===== config.mk =====
export PLATFORM = sky130hd
export DESIGN_NAME = dsa_job_ctrl_flat
export DESIGN_NICKNAME = d
export VERILOG_FILES = /design/src/rtl/dsa_pkg.sv /design/src/rtl/dsa_job_ctrl_if.sv /design/src/rtl/dsa_sw_debounce.sv /design/src/rtl/dsa_job_ctrl.sv /design/src/flat_wrapper.sv
export SDC_FILE = /design/constraint.sdc
export NUM_CORES = 1
export LEC_CHECK = 0
export CORE_ASPECT_RATIO = 2
export CORE_MARGIN = 5
export CORE_UTILIZATION = 42
export CTS_BUF_LIST = sky130_fd_sc_hd__clkbuf_8
export DETAILED_ROUTE_END_ITERATION = 6
export MAX_ROUTING_LAYER = met4
export PLACE_DENSITY_LB_ADDON = 0.08
export SLEW_MARGIN = 20
export SYNTH_ARGS = -nofsm -noshare
export SYNTH_HDL_FRONTEND = slang
export SYNTH_SLANG_ARGS = --single-unit

===== constraint.sdc =====
create_clock -name clk_50 -period 1.75 [get_ports clk_50]
set_input_delay 0.35 -clock clk_50 [delete_from_list [all_inputs] [get_ports clk_50]]
set_output_delay 0.35 -clock clk_50 [all_outputs]
set_load 0.05 [all_outputs]

===== src/rtl/dsa_pkg.sv =====
// dsa_pkg -- shared types and constants for the DSA job controller.
//   job_state_t : controller FSM states (CLEAR, IDLE, LAUNCH, RUN)
//   DSA_CLR_VAL : default byte written while clearing output memory
//   sel_w()     : width of the core-select field, max(1, clog2(ncores))
package dsa_pkg;

  typedef enum logic [1:0] {
    ST_CLEAR  = 2'd0,
    ST_IDLE   = 2'd1,
    ST_LAUNCH = 2'd2,
    ST_RUN    = 2'd3
  } job_state_t;

  localparam logic [7:0] DSA_CLR_VAL = 8'h00;

  function automatic int sel_w(input int ncores);
    return (ncores > 1) ? $clog2(ncores) : 1;
  endfunction

endpackage


===== src/rtl/dsa_job_ctrl_if.sv =====
// dsa_job_ctrl_if -- job/core/memory bundle between the controller and its
// environment (bilinear cores and output memory).
//   mode_sel   : core index for the next job
//   core_done  : per-core done pulses
//   core_waddr / core_wdata / core_we : packed per-core write ports
//   core_start : one-hot start pulse to the selected core
//   mem_waddr / mem_wdata / mem_we    : output-memory write port
// Modports: master = controller side, slave = cores/memory side.
interface dsa_job_ctrl_if #(
  parameter int AW     = 12,
  parameter int NCORES = 2,
  parameter int SW     = dsa_pkg::sel_w(NCORES)
);
  logic [SW-1:0]        mode_sel;
  logic [NCORES-1:0]    core_done;
  logic [NCORES*AW-1:0] core_waddr;
  logic [NCORES*8-1:0]  core_wdata;
  logic [NCORES-1:0]    core_we;
  logic [NCORES-1:0]    core_start;
  logic [AW-1:0]        mem_waddr;
  logic [7:0]           mem_wdata;
  logic                 mem_we;

  modport master (
    input  mode_sel, core_done, core_waddr, core_wdata, core_we,
    output core_start, mem_waddr, mem_wdata, mem_we
  );

  modport slave (
    output mode_sel, core_done, core_waddr, core_wdata, core_we,
    input  core_start, mem_waddr, mem_wdata, mem_we
  );
endinterface


===== src/rtl/dsa_sw_debounce.sv =====
// dsa_sw_debounce -- two-flop synchroniser, counter debounce and rising-edge
// pulse for a raw physical switch.
//   clk_50     : system clock
//   rst_n      : asynchronous active-low reset
//   sw_in      : raw asynchronous switch input
//   level      : debounced switch level
//   rise_pulse : one-cycle pulse when level is accepted going high
// A new level is accepted once the synchronised input has differed from the
// current level for 2^DEB_W-1 consecutive cycles (DEB_W >= 2).
module dsa_sw_debounce #(
  parameter int DEB_W = 20
) (
  input  logic clk_50,
  input  logic rst_n,
  input  logic sw_in,
  output logic level,
  output logic rise_pulse
);

  // Count value present during the last required stable cycle (2^DEB_W-2).
  localparam logic [DEB_W-1:0] CNT_LAST = {{(DEB_W-1){1'b1}}, 1'b0};

  logic             sync1_r;
  logic             sync2_r;
  logic             level_r;
  logic             rise_r;
  logic [DEB_W-1:0] cnt_r;

  // Synchroniser flops for the asynchronous switch.
  always_ff @(posedge clk_50 or negedge rst_n) begin
    if (!rst_n) begin
      sync1_r <= 1'b0;
      sync2_r <= 1'b0;
    end else begin
      sync1_r <= sw_in;
      sync2_r <= sync1_r;
    end
  end

  // Stability counter; any bounce back to the current level restarts it.
  always_ff @(posedge clk_50 or negedge rst_n) begin
    if (!rst_n) begin
      cnt_r   <= {DEB_W{1'b0}};
      level_r <= 1'b0;
      rise_r  <= 1'b0;
    end else if (sync2_r == level_r) begin
      cnt_r  <= {DEB_W{1'b0}};
      rise_r <= 1'b0;
    end else if (cnt_r == CNT_LAST) begin
      cnt_r   <= {DEB_W{1'b0}};
      level_r <= sync2_r;
      rise_r  <= sync2_r;
    end else begin
      cnt_r  <= cnt_r + {{(DEB_W-1){1'b0}}, 1'b1};
      rise_r <= 1'b0;
    end
  end

  assign level      = level_r;
  assign rise_pulse = rise_r;

endmodule


===== src/rtl/dsa_job_ctrl.sv =====
// dsa_job_ctrl -- job controller for a bank of bilinear cores sharing one
// output memory. After reset it clears the memory, then launches jobs on
// the core chosen by mode_sel and routes that core's writes to the memory.
//   clk_50, rst_n       : clock, asynchronous active-low reset
//   start_sw            : raw start switch (debounced internally)
//   start_req, clr_req  : one-cycle host start / re-clear requests
//   bus (master)        : mode_sel, core done/start/write ports, memory port
//   busy                : high in CLEAR or RUN
//   done_led            : latched job-complete flag
//   sel_err             : sticky rejected-start flag (mode_sel >= NCORES)
//   cycle_cnt           : RUN-cycle count of the last/current job
// Optional feature macro: DSA_CYCLE_CNT_EN enables the cycle counter;
// without it cycle_cnt is constant 0.
module dsa_job_ctrl
  import dsa_pkg::*;
#(
  parameter int         AW      = 12,
  parameter int         NCORES  = 2,
  parameter int         DEB_W   = 20,
  parameter logic [7:0] CLR_VAL = DSA_CLR_VAL
) (
  input  logic                clk_50,
  input  logic                rst_n,
  input  logic                start_sw,
  input  logic                start_req,
  input  logic                clr_req,
  dsa_job_ctrl_if.master      bus,
  output logic                busy,
  output logic                done_led,
  output logic                sel_err,
  output logic [31:0]         cycle_cnt
);

  localparam int SW = sel_w(NCORES);
  localparam int DW = 8;

  job_state_t        state_r;
  job_state_t        state_s;
  logic [AW-1:0]     clr_cnt_r;
  logic              pending_r;
  logic [SW-1:0]     sel_q_r;
  logic              sel_err_r;
  logic              done_led_r;

  logic              sw_level_s;
  logic              sw_rise_s;
  logic              start_any_s;
  logic              go_s;
  logic              sel_ok_s;
  logic              done_sel_s;

  logic [NCORES-1:0] core_start_s;
  logic [AW-1:0]     mem_waddr_s;
  logic [DW-1:0]     mem_wdata_s;
  logic              mem_we_s;

  dsa_sw_debounce #(.DEB_W(DEB_W)) u_deb (
    .clk_50     (clk_50),
    .rst_n      (rst_n),
    .sw_in      (start_sw),
    .level      (sw_level_s),
    .rise_pulse (sw_rise_s)
  );

  // The edge pulse is qualified with the accepted level it reports.
  assign start_any_s = (sw_rise_s & sw_level_s) | start_req;
  assign go_s        = start_any_s | pending_r;
  assign sel_ok_s    = (32'(bus.mode_sel) < NCORES);
  assign done_sel_s  = bus.core_done[sel_q_r];

  // Next-state logic.
  always_comb begin
    state_s = state_r;
    case (state_r)
      ST_CLEAR: begin
        if (clr_cnt_r == {AW{1'b1}}) state_s = ST_IDLE;
        else                         state_s = ST_CLEAR;
      end
      ST_IDLE: begin
        if (clr_req)               state_s = ST_CLEAR;
        else if (go_s && sel_ok_s) state_s = ST_LAUNCH;
        else                       state_s = ST_IDLE;
      end
      ST_LAUNCH: state_s = ST_RUN;
      ST_RUN: begin
        if (done_sel_s) state_s = ST_IDLE;
        else            state_s = ST_RUN;
      end
      default: state_s = ST_CLEAR;
    endcase
  end

  // Output decode: clear writes, launch pulse, and RUN-time write mirroring.
  always_comb begin
    core_start_s = {NCORES{1'b0}};
    mem_waddr_s  = {AW{1'b0}};
    mem_wdata_s  = {DW{1'b0}};
    mem_we_s     = 1'b0;
    case (state_r)
      ST_CLEAR: begin
        mem_we_s    = 1'b1;
        mem_wdata_s = CLR_VAL;
        mem_waddr_s = clr_cnt_r;
      end
      ST_LAUNCH: core_start_s[sel_q_r] = 1'b1;
      ST_RUN: begin
        mem_waddr_s = bus.core_waddr[int'(sel_q_r)*AW +: AW];
        mem_wdata_s = bus.core_wdata[int'(sel_q_r)*DW +: DW];
        mem_we_s    = bus.core_we[sel_q_r];
      end
      default: begin
        core_start_s = {NCORES{1'b0}};
        mem_we_s     = 1'b0;
      end
    endcase
  end

  // State register.
  always_ff @(posedge clk_50 or negedge rst_n) begin
    if (!rst_n) state_r <= ST_CLEAR;
    else        state_r <= state_s;
  end

  // Clear counter, pending start, core selection and status flags.
  always_ff @(posedge clk_50 or negedge rst_n) begin
    if (!rst_n) begin
      clr_cnt_r  <= {AW{1'b0}};
      pending_r  <= 1'b0;
      sel_q_r    <= {SW{1'b0}};
      sel_err_r  <= 1'b0;
      done_led_r <= 1'b0;
    end else begin
      case (state_r)
        ST_CLEAR: begin
          clr_cnt_r <= clr_cnt_r + {{(AW-1){1'b0}}, 1'b1};
          pending_r <= pending_r | start_any_s;
        end
        ST_IDLE: begin
          if (clr_req) begin
            clr_cnt_r <= {AW{1'b0}};
          end else if (go_s && sel_ok_s) begin
            sel_q_r    <= bus.mode_sel;
            pending_r  <= 1'b0;
            sel_err_r  <= 1'b0;
            done_led_r <= 1'b0;
          end else if (go_s) begin
            // Invalid core index: drop the start and flag it.
            pending_r <= 1'b0;
            sel_err_r <= 1'b1;
          end
        end
        ST_LAUNCH: pending_r <= pending_r | start_any_s;
        ST_RUN: begin
          pending_r <= pending_r | start_any_s;
          if (done_sel_s) done_led_r <= 1'b1;
        end
        default: pending_r <= 1'b0;
      endcase
    end
  end

`ifdef DSA_CYCLE_CNT_EN
  logic [31:0] cycle_cnt_r;

  // RUN-cycle counter: zeroed on the way into LAUNCH, saturates at all-ones.
  always_ff @(posedge clk_50 or negedge rst_n) begin
    if (!rst_n) begin
      cycle_cnt_r <= 32'd0;
    end else if (state_s == ST_LAUNCH) begin
      cycle_cnt_r <= 32'd0;
    end else if ((state_r == ST_RUN) && (cycle_cnt_r != 32'hFFFF_FFFF)) begin
      cycle_cnt_r <= cycle_cnt_r + 32'd1;
    end
  end

  assign cycle_cnt = cycle_cnt_r;
`else
  assign cycle_cnt = 32'd0;
`endif

  assign bus.core_start = core_start_s;
  assign bus.mem_waddr  = mem_waddr_s;
  assign bus.mem_wdata  = mem_wdata_s;
  assign bus.mem_we     = mem_we_s;
  assign busy           = (state_r == ST_CLEAR) || (state_r == ST_RUN);
  assign done_led       = done_led_r;
  assign sel_err        = sel_err_r;

endmodule


===== src/flat_wrapper.sv =====
// flat-port wrapper written by rule: the top's interface ports become plain ports
module dsa_job_ctrl_flat import dsa_pkg::*;
#(
  parameter int         AW      = 12,
  parameter int         NCORES  = 2,
  parameter int         DEB_W   = 20,
  parameter logic [7:0] CLR_VAL = DSA_CLR_VAL
)
  (clk_50, rst_n, start_sw, start_req, clr_req, busy, done_led, sel_err, cycle_cnt, bus_mode_sel, bus_core_done, bus_core_waddr, bus_core_wdata, bus_core_we, bus_core_start, bus_mem_waddr, bus_mem_wdata, bus_mem_we);
  dsa_job_ctrl_if #(.AW(AW), .NCORES(NCORES)) bus_i ();
  input  logic clk_50;
  input  logic rst_n;
  input  logic start_sw;
  input  logic start_req;
  input  logic clr_req;
  output logic busy;
  output logic done_led;
  output logic sel_err;
  output logic [31:0] cycle_cnt;
  input wire logic [$bits(bus_i.mode_sel)-1:0] bus_mode_sel;
  input wire logic [$bits(bus_i.core_done)-1:0] bus_core_done;
  input wire logic [$bits(bus_i.core_waddr)-1:0] bus_core_waddr;
  input wire logic [$bits(bus_i.core_wdata)-1:0] bus_core_wdata;
  input wire logic [$bits(bus_i.core_we)-1:0] bus_core_we;
  output wire logic [$bits(bus_i.core_start)-1:0] bus_core_start;
  output wire logic [$bits(bus_i.mem_waddr)-1:0] bus_mem_waddr;
  output wire logic [$bits(bus_i.mem_wdata)-1:0] bus_mem_wdata;
  output wire logic [$bits(bus_i.mem_we)-1:0] bus_mem_we;
  assign bus_i.mode_sel = bus_mode_sel;
  assign bus_i.core_done = bus_core_done;
  assign bus_i.core_waddr = bus_core_waddr;
  assign bus_i.core_wdata = bus_core_wdata;
  assign bus_i.core_we = bus_core_we;
  assign bus_core_start = bus_i.core_start;
  assign bus_mem_waddr = bus_i.mem_waddr;
  assign bus_mem_wdata = bus_i.mem_wdata;
  assign bus_mem_we = bus_i.mem_we;
  dsa_job_ctrl #(.AW(AW), .NCORES(NCORES), .DEB_W(DEB_W), .CLR_VAL(CLR_VAL)) u_core (.clk_50(clk_50), .rst_n(rst_n), .start_sw(start_sw), .start_req(start_req), .clr_req(clr_req), .bus(bus_i), .busy(busy), .done_led(done_led), .sel_err(sel_err), .cycle_cnt(cycle_cnt));
endmodule

# Yosys cells after proc, flatten, opt, wreduce, memory -nomap -nowiden
# Cells that the tools add are included.
[word_totals] ff_bits=41 out_inout_bits=58 in_bits=50
[op_classes] eq_ne=10 bitwise_logic=5 n_lt_le_gt_ge=2 addsub=2 reduce_logical=11 shifts=2 multipliers=1 mux=26
[ops] op="$pmux W12 S2" count=2
[ops] op="$mux W20" count=2
[ops] op="$shiftx A24 B32 Y12" count=1
[ops] op="$add A20 B1 Y20 const B" count=1
[ops] op="$eq A20 B20 Y1 const B" count=1
[ops] op="$shiftx A16 B5 Y8" count=1
[ops] op="$add A12 B1 Y12 const B" count=1
[ops] op="$eq A12 B12 Y1 const B" count=1
[ops] op="$mux W12" count=1
[ops] op="$mux W1" count=11
[ops] op="$mux W2" count=4
[ops] op="$mux W8" count=1
[ops] op="$pmux W2 S4" count=1
[ops] op="$pmux W1 S2" count=3
[ops] op="$reduce_and A2 Y1" count=3
[ops] op="$eq A2 B2 Y1 const B" count=2
[ops] op="$ne A2 B1 Y1 const B" count=2
[ops] op="$ne A2 B2 Y1 const B" count=2
[ops] op="$reduce_and A4 Y1" count=1
[ops] op="$reduce_bool A2 Y1" count=2
[ops] op="$mul A1 B2 Y3 const B" count=1
[ops] op="$reduce_and A3 Y1" count=1
[ops] op="$reduce_or A3 Y1" count=1
[ops] op="$eq A2 B1 Y1 const B" count=1
[ops] op="10 further kinds" count=12

# Logic depth before layout (Yosys ltp)
[logic_depth] depth_word=6 ltp_mapped=8

# Cells and area by module
# Synthesis repeated with hierarchy kept, for this count alone.
[hier_totals] hier_cells=313 hier_area_um2=2856.5
[by_module_without_submodules] module="dsa_job_ctrl" area_per_inst_um2=1682.9 seq_area_each_um2=425.4 cells_per_inst=197 n_inst=1
[by_module_without_submodules] module="dsa_sw_debounce" area_per_inst_um2=1173.6 seq_area_each_um2=600.6 cells_per_inst=116 n_inst=1

# Worst setup path after synthesis
# No wires, ideal clock.
[synth_path] path_type="register to output" startpoint="reg u_core.state_r[0]" endpoint="out bus_mem_waddr[11]" path_stages_with_launch=7 n_path_buf=2 t_arrival_ps=1860 path_slack_ps=-460 path_cell_list="dfrtp_1 inv_1 ha_1 buf_2 buf_1 a22oi_1 nor2_1"
[synth_between] elab_chain_cells=2
[synth_rtl] element="start: declaration" line_no="dsa_job_ctrl.sv:37" source="job_state_t state_r;"
[synth_rtl] element="start signal: assignment" line_no="dsa_job_ctrl.sv:121" source="else state_r <= state_s;"
[synth_rtl] element="$eq A2 B2 Y1 or $logic_not A2 Y1 (tied branches)" line_no="dsa_job_ctrl.sv:99" source="case (state_r)"
[synth_rtl] element="$pmux W12 S2 *" line_no="dsa_job_ctrl.sv:99"
[synth_rtl] element="end: declaration" line_no="flat_wrapper.sv:26" source="output wire logic [$bits(bus_i.mem_waddr)-1:0] bus_mem_waddr;"
# Mark *: on every way between the ends. The rest lies on a longest branch, timed or not.

# Final worst setup path
[layout_path] startpoint="reg u_core.sel_q_r" endpoint="out bus_mem_waddr[8]"
[layout_between] elab_chain_cells=3
[layout_rtl] element="start: declaration" line_no="dsa_job_ctrl.sv:41" source="logic [SW-1:0] sel_q_r;"
[layout_rtl] element="start signal: assignment" line_no="dsa_job_ctrl.sv:129" source="sel_q_r <= {SW{1'b0}};"
[layout_rtl] element="start signal: assignment" line_no="dsa_job_ctrl.sv:142" source="sel_q_r <= bus.mode_sel;"
[layout_rtl] element="$mul A1 B2 Y3" line_no="dsa_job_ctrl.sv:107" source="mem_waddr_s = bus.core_waddr[int'(sel_q_r)*AW +: AW];"
[layout_rtl] element="$shiftx A24 B32 Y12" line_no="dsa_job_ctrl.sv:107"
[layout_rtl] element="$pmux W12 S2" line_no="dsa_job_ctrl.sv:99"
# Every way passes these cells.

==> summary.md <==
| Metric | Value |
|---|---|
| Top_reg_cell synth | `dfrtp_1` |
| Initial Util | `0.433` |
| Synth cell types | `45` |
| Largest net degree at the start of global routing | `42` |
| Pwr Density | `496 nW/um^2` |
| Final slew viol count | `0` |
| Leakage | `1.83 nW` |
| Post-synth ARST share | `1.00` |
| Hold buffers post-CTS | `0` |
| Bufs on Longest Clock Path | `2` |
| Flops & latches, synth | `41` |
| Crit share post-route | `1.11` |
| Final min period | `1.94 ns` |
| Reg-to-Reg End | `u_core.clr_cnt_r[0]` |
| Max IR drop VDD | `0.00120 V` |
| WL/cell | `16.5 um` |
| Post-layout power | `2.24 mW` |
| I/O Buffers | `74` |
| Reg-to-Reg Start | `u_core.state_r[0]` |
| CORE AREA | `6620 sq um` |
| DR pass1 iterations | `4` |
| Top Family by Delay on Critical Path | `flip-flops` |
| Die Area | `8670 sq um` |
| CTS buffer count | `5` |
| Setup TNS | `-2.88 ns` |
| Clk slew on worst S/H paths | `0.09 ns` |
| Bufs and invs on worst path | `2` |
| Fin util | `0.681` |
| Average instance area after synthesis | `9.33 sq um` |
| Post-DP HPWL | `5980 um` |
| CTS H-tree depth | `2` |
| Final hold slack | `0.0988 ns` |
| Die width | `68.4 um` |
| Synth Instances | `307` |
| CTS tree | `done` |
| Routed Antenna Nets | `0` |
| Syn-to-layout area delta | `57.5%` |
| CP Max Fanout | `13` |
| FILL cells | `529` |
| First-pass GRT wire length | `12600 um` |
| Slew headroom | `0.652` |
| WP data arrival | `1.59 ns` |
| Failing checks | `setup timing` |
| Root Buffer | `clkbuf_8` |
| Syn Std Cell Area | `2860 sq um` |
| Place WS | `-0.109 ns` |
| Most frequent cells in the layout | `48 x clkdlybuf4s50_1, 41 x dfrtp_1, 33 x conb_1` |
| HP Class | `primary input to asynchronous set/reset pin` |
| Storage cell area | `1030 sq um` |
| FF-to-FF path depth | `7` |
| Crit path kind | `flop to primary output` |
| CP Cell Sequence | `buf_12, mux2_2, a22oi_2, nor2_4, buf_6` |
| I/O pins | `108` |
| Initial antenna violation count | `0` |
| Final nets | `464` |
| RSZ-0062 raised after global routing | `yes` |
| Hold Vio Cnt, Final | `0` |
| Avg Vias per Cell | `5.05` |
| CP required | `1.40 ns` |
| Max frequency | `517 MHz` |
| RePlAce Congestion | `0.777` |
| Area of the multi-input gates | `2000 sq um` |
| Worst skew pair latency | `0.31 ns` |
| GRT Total Usage | `0.195` |
| Layout cell share with drive strength beyond 1 | `0.360` |
| Outcome | `finished with violations` |
| YS warnings | `0` |
| Total detailed-routing wirelength | `8170 um` |
| Initial drt markers | `102` |
| Worst Tran Pin Value | `0.522 ns` |
| Crit path max-delay cell type | `dfrtp_1` |
| Residual DRC | `0` |
| Final setup fails | `22` |
| Register area share after synthesis | `0.358` |
| # rows | `42` |
| R2r setup slk | `0.10 ns` |
| Vias | `2495` |
| Post-synth EDFFs | `0` |
| Worst path max stage delay | `0.39 ns` |
| Startpoint Class | `flop` |
| Global route overflow | `0` |
| Number of diodes | `0` |
| Number of global-route vias before repair | `2530` |
| Most common cell after layout, fill and taps aside | `clkdlybuf4s50_1` |
| Worst Skew | `0.0172 ns` |
| Sink Count | `41` |
| Max Cap Violations | `0` |
| Critical Path Sink Type | `primary output` |
| Setup WS post-layout | `-0.186 ns` |
| Critical Path Stages | `5` |
| Die Ht | `127 um` |
## power by group
part           switching, mW  internal, mW  total, mW
clock network          0.339         0.567      0.906
registers            0.00801         0.955      0.963
logic                  0.232         0.136      0.368
## registers in the layout, summed over array words and instances (netlist names)
register and count:
u_core.clr_cnt_r 12, u_core.u_deb.sync2_r 1, u_core.state_r 2, u_core.u_deb.rise_pulse 1
u_core.u_deb.cnt_r 20, u_core.u_deb.level 1, u_core.u_deb.sync1_r 1, u_core.done_led 1
u_core.sel_q_r 1, u_core.pending_r 1
## metrics by stage
stage	instance area, sq um	std cells
final	4510	494
after global routing	4510	494
after CTS	4350	490
after detailed placement	3950	480
after global placement	3950	480
after floorplan	3110	339
## worst reg2reg max path, stage by stage, from the launching register on
cell and delay (ns):
dfrtp_1 0.42, buf_4 0.15, ha_1 0.19, buf_4 0.16
nor2b_2 0.13, buf_4 0.17, a21oi_1 0.07, mux2_2 0.26
## synth_stat cells, types with 2 or more instances
master    count  area share
dfrtp_1      41        0.36
nor2_1       38       0.050
buf_4        34       0.089
mux2_2       15       0.059
mux2i_1      13       0.045
o21ai_0      13       0.023
xnor2_1      13       0.040
a22oi_1      12       0.031
nor2b_1      12       0.026
nand4_1      11       0.024
nand2_1      10       0.013
a21oi_1       9       0.016
ha_1          9       0.039
inv_1         9       0.012
clkbuf_1      8       0.010
and3_1        7       0.015
nand3_1       5      0.0087
and4_1        4       0.012
buf_2         4      0.0070
nor3_1        4      0.0070
nor4_1        4      0.0087
a211oi_1      3      0.0079
a41oi_1       3      0.0092
and2_1        2      0.0044
o221ai_1      2      0.0061
o31ai_1       2      0.0052
xor2_1        2      0.0061
## layout make-up
class	instances	share of cell area
Tap cell	88	0.0244
Multi-Input combinational cell	242	0.443
Clock inverter	3	0.0144
Clock buffer	5	0.0153
Sequential cell	41	0.227
Inverter	9	0.00804
Timing Repair Buffer	106	0.267
## worst max path at each step
stage / startpoint / to / slack (ns)
after floorplan: u_core.state_r[0] / busy / -0.04
after global placement: bus_core_waddr[22] / bus_mem_waddr[10] / -0.08
after detailed placement: bus_core_waddr[10] / bus_mem_waddr[10] / -0.11
after CTS: u_core.sel_q_r / bus_mem_waddr[10] / -0.20
after global routing: u_core.sel_q_r / bus_mem_waddr[1] / -0.25
final: u_core.sel_q_r / bus_mem_waddr[8] / -0.19
## routing by layer
layer	share of wire	vias to the layer above	routed length (um)	global-route usage
met4	0.022	0	176	0.0809
met1	0.34	1187	2770	0.205
li1	-	1215	-	-
met5	0	-	0	-
met3	0.066	13	539	0.0416
met2	0.57	80	4680	0.336
## what timing repair did
item	CTS	global route
buffers inserted	2	3
resized for setup	58	23
setup endpoints to repair	24	29
cloned	0	1
pin swaps	9	7
## logic make-up after synthesis
logic type / Yosys count / share of synthesized area
AOI/OAI and AO/OA: 50 / 0.117
adders and majority gates: 9 / 0.0393
DFF: 41 / 0.358
and+or+nand+nor: 106 / 0.209
xor gates and xnor gates: 15 / 0.0459
other: 1 / 0.00131
muxes: 29 / 0.110
buffers and inverters: 56 / 0.120
No activity file was read; power rests on OpenSTA's default activity.
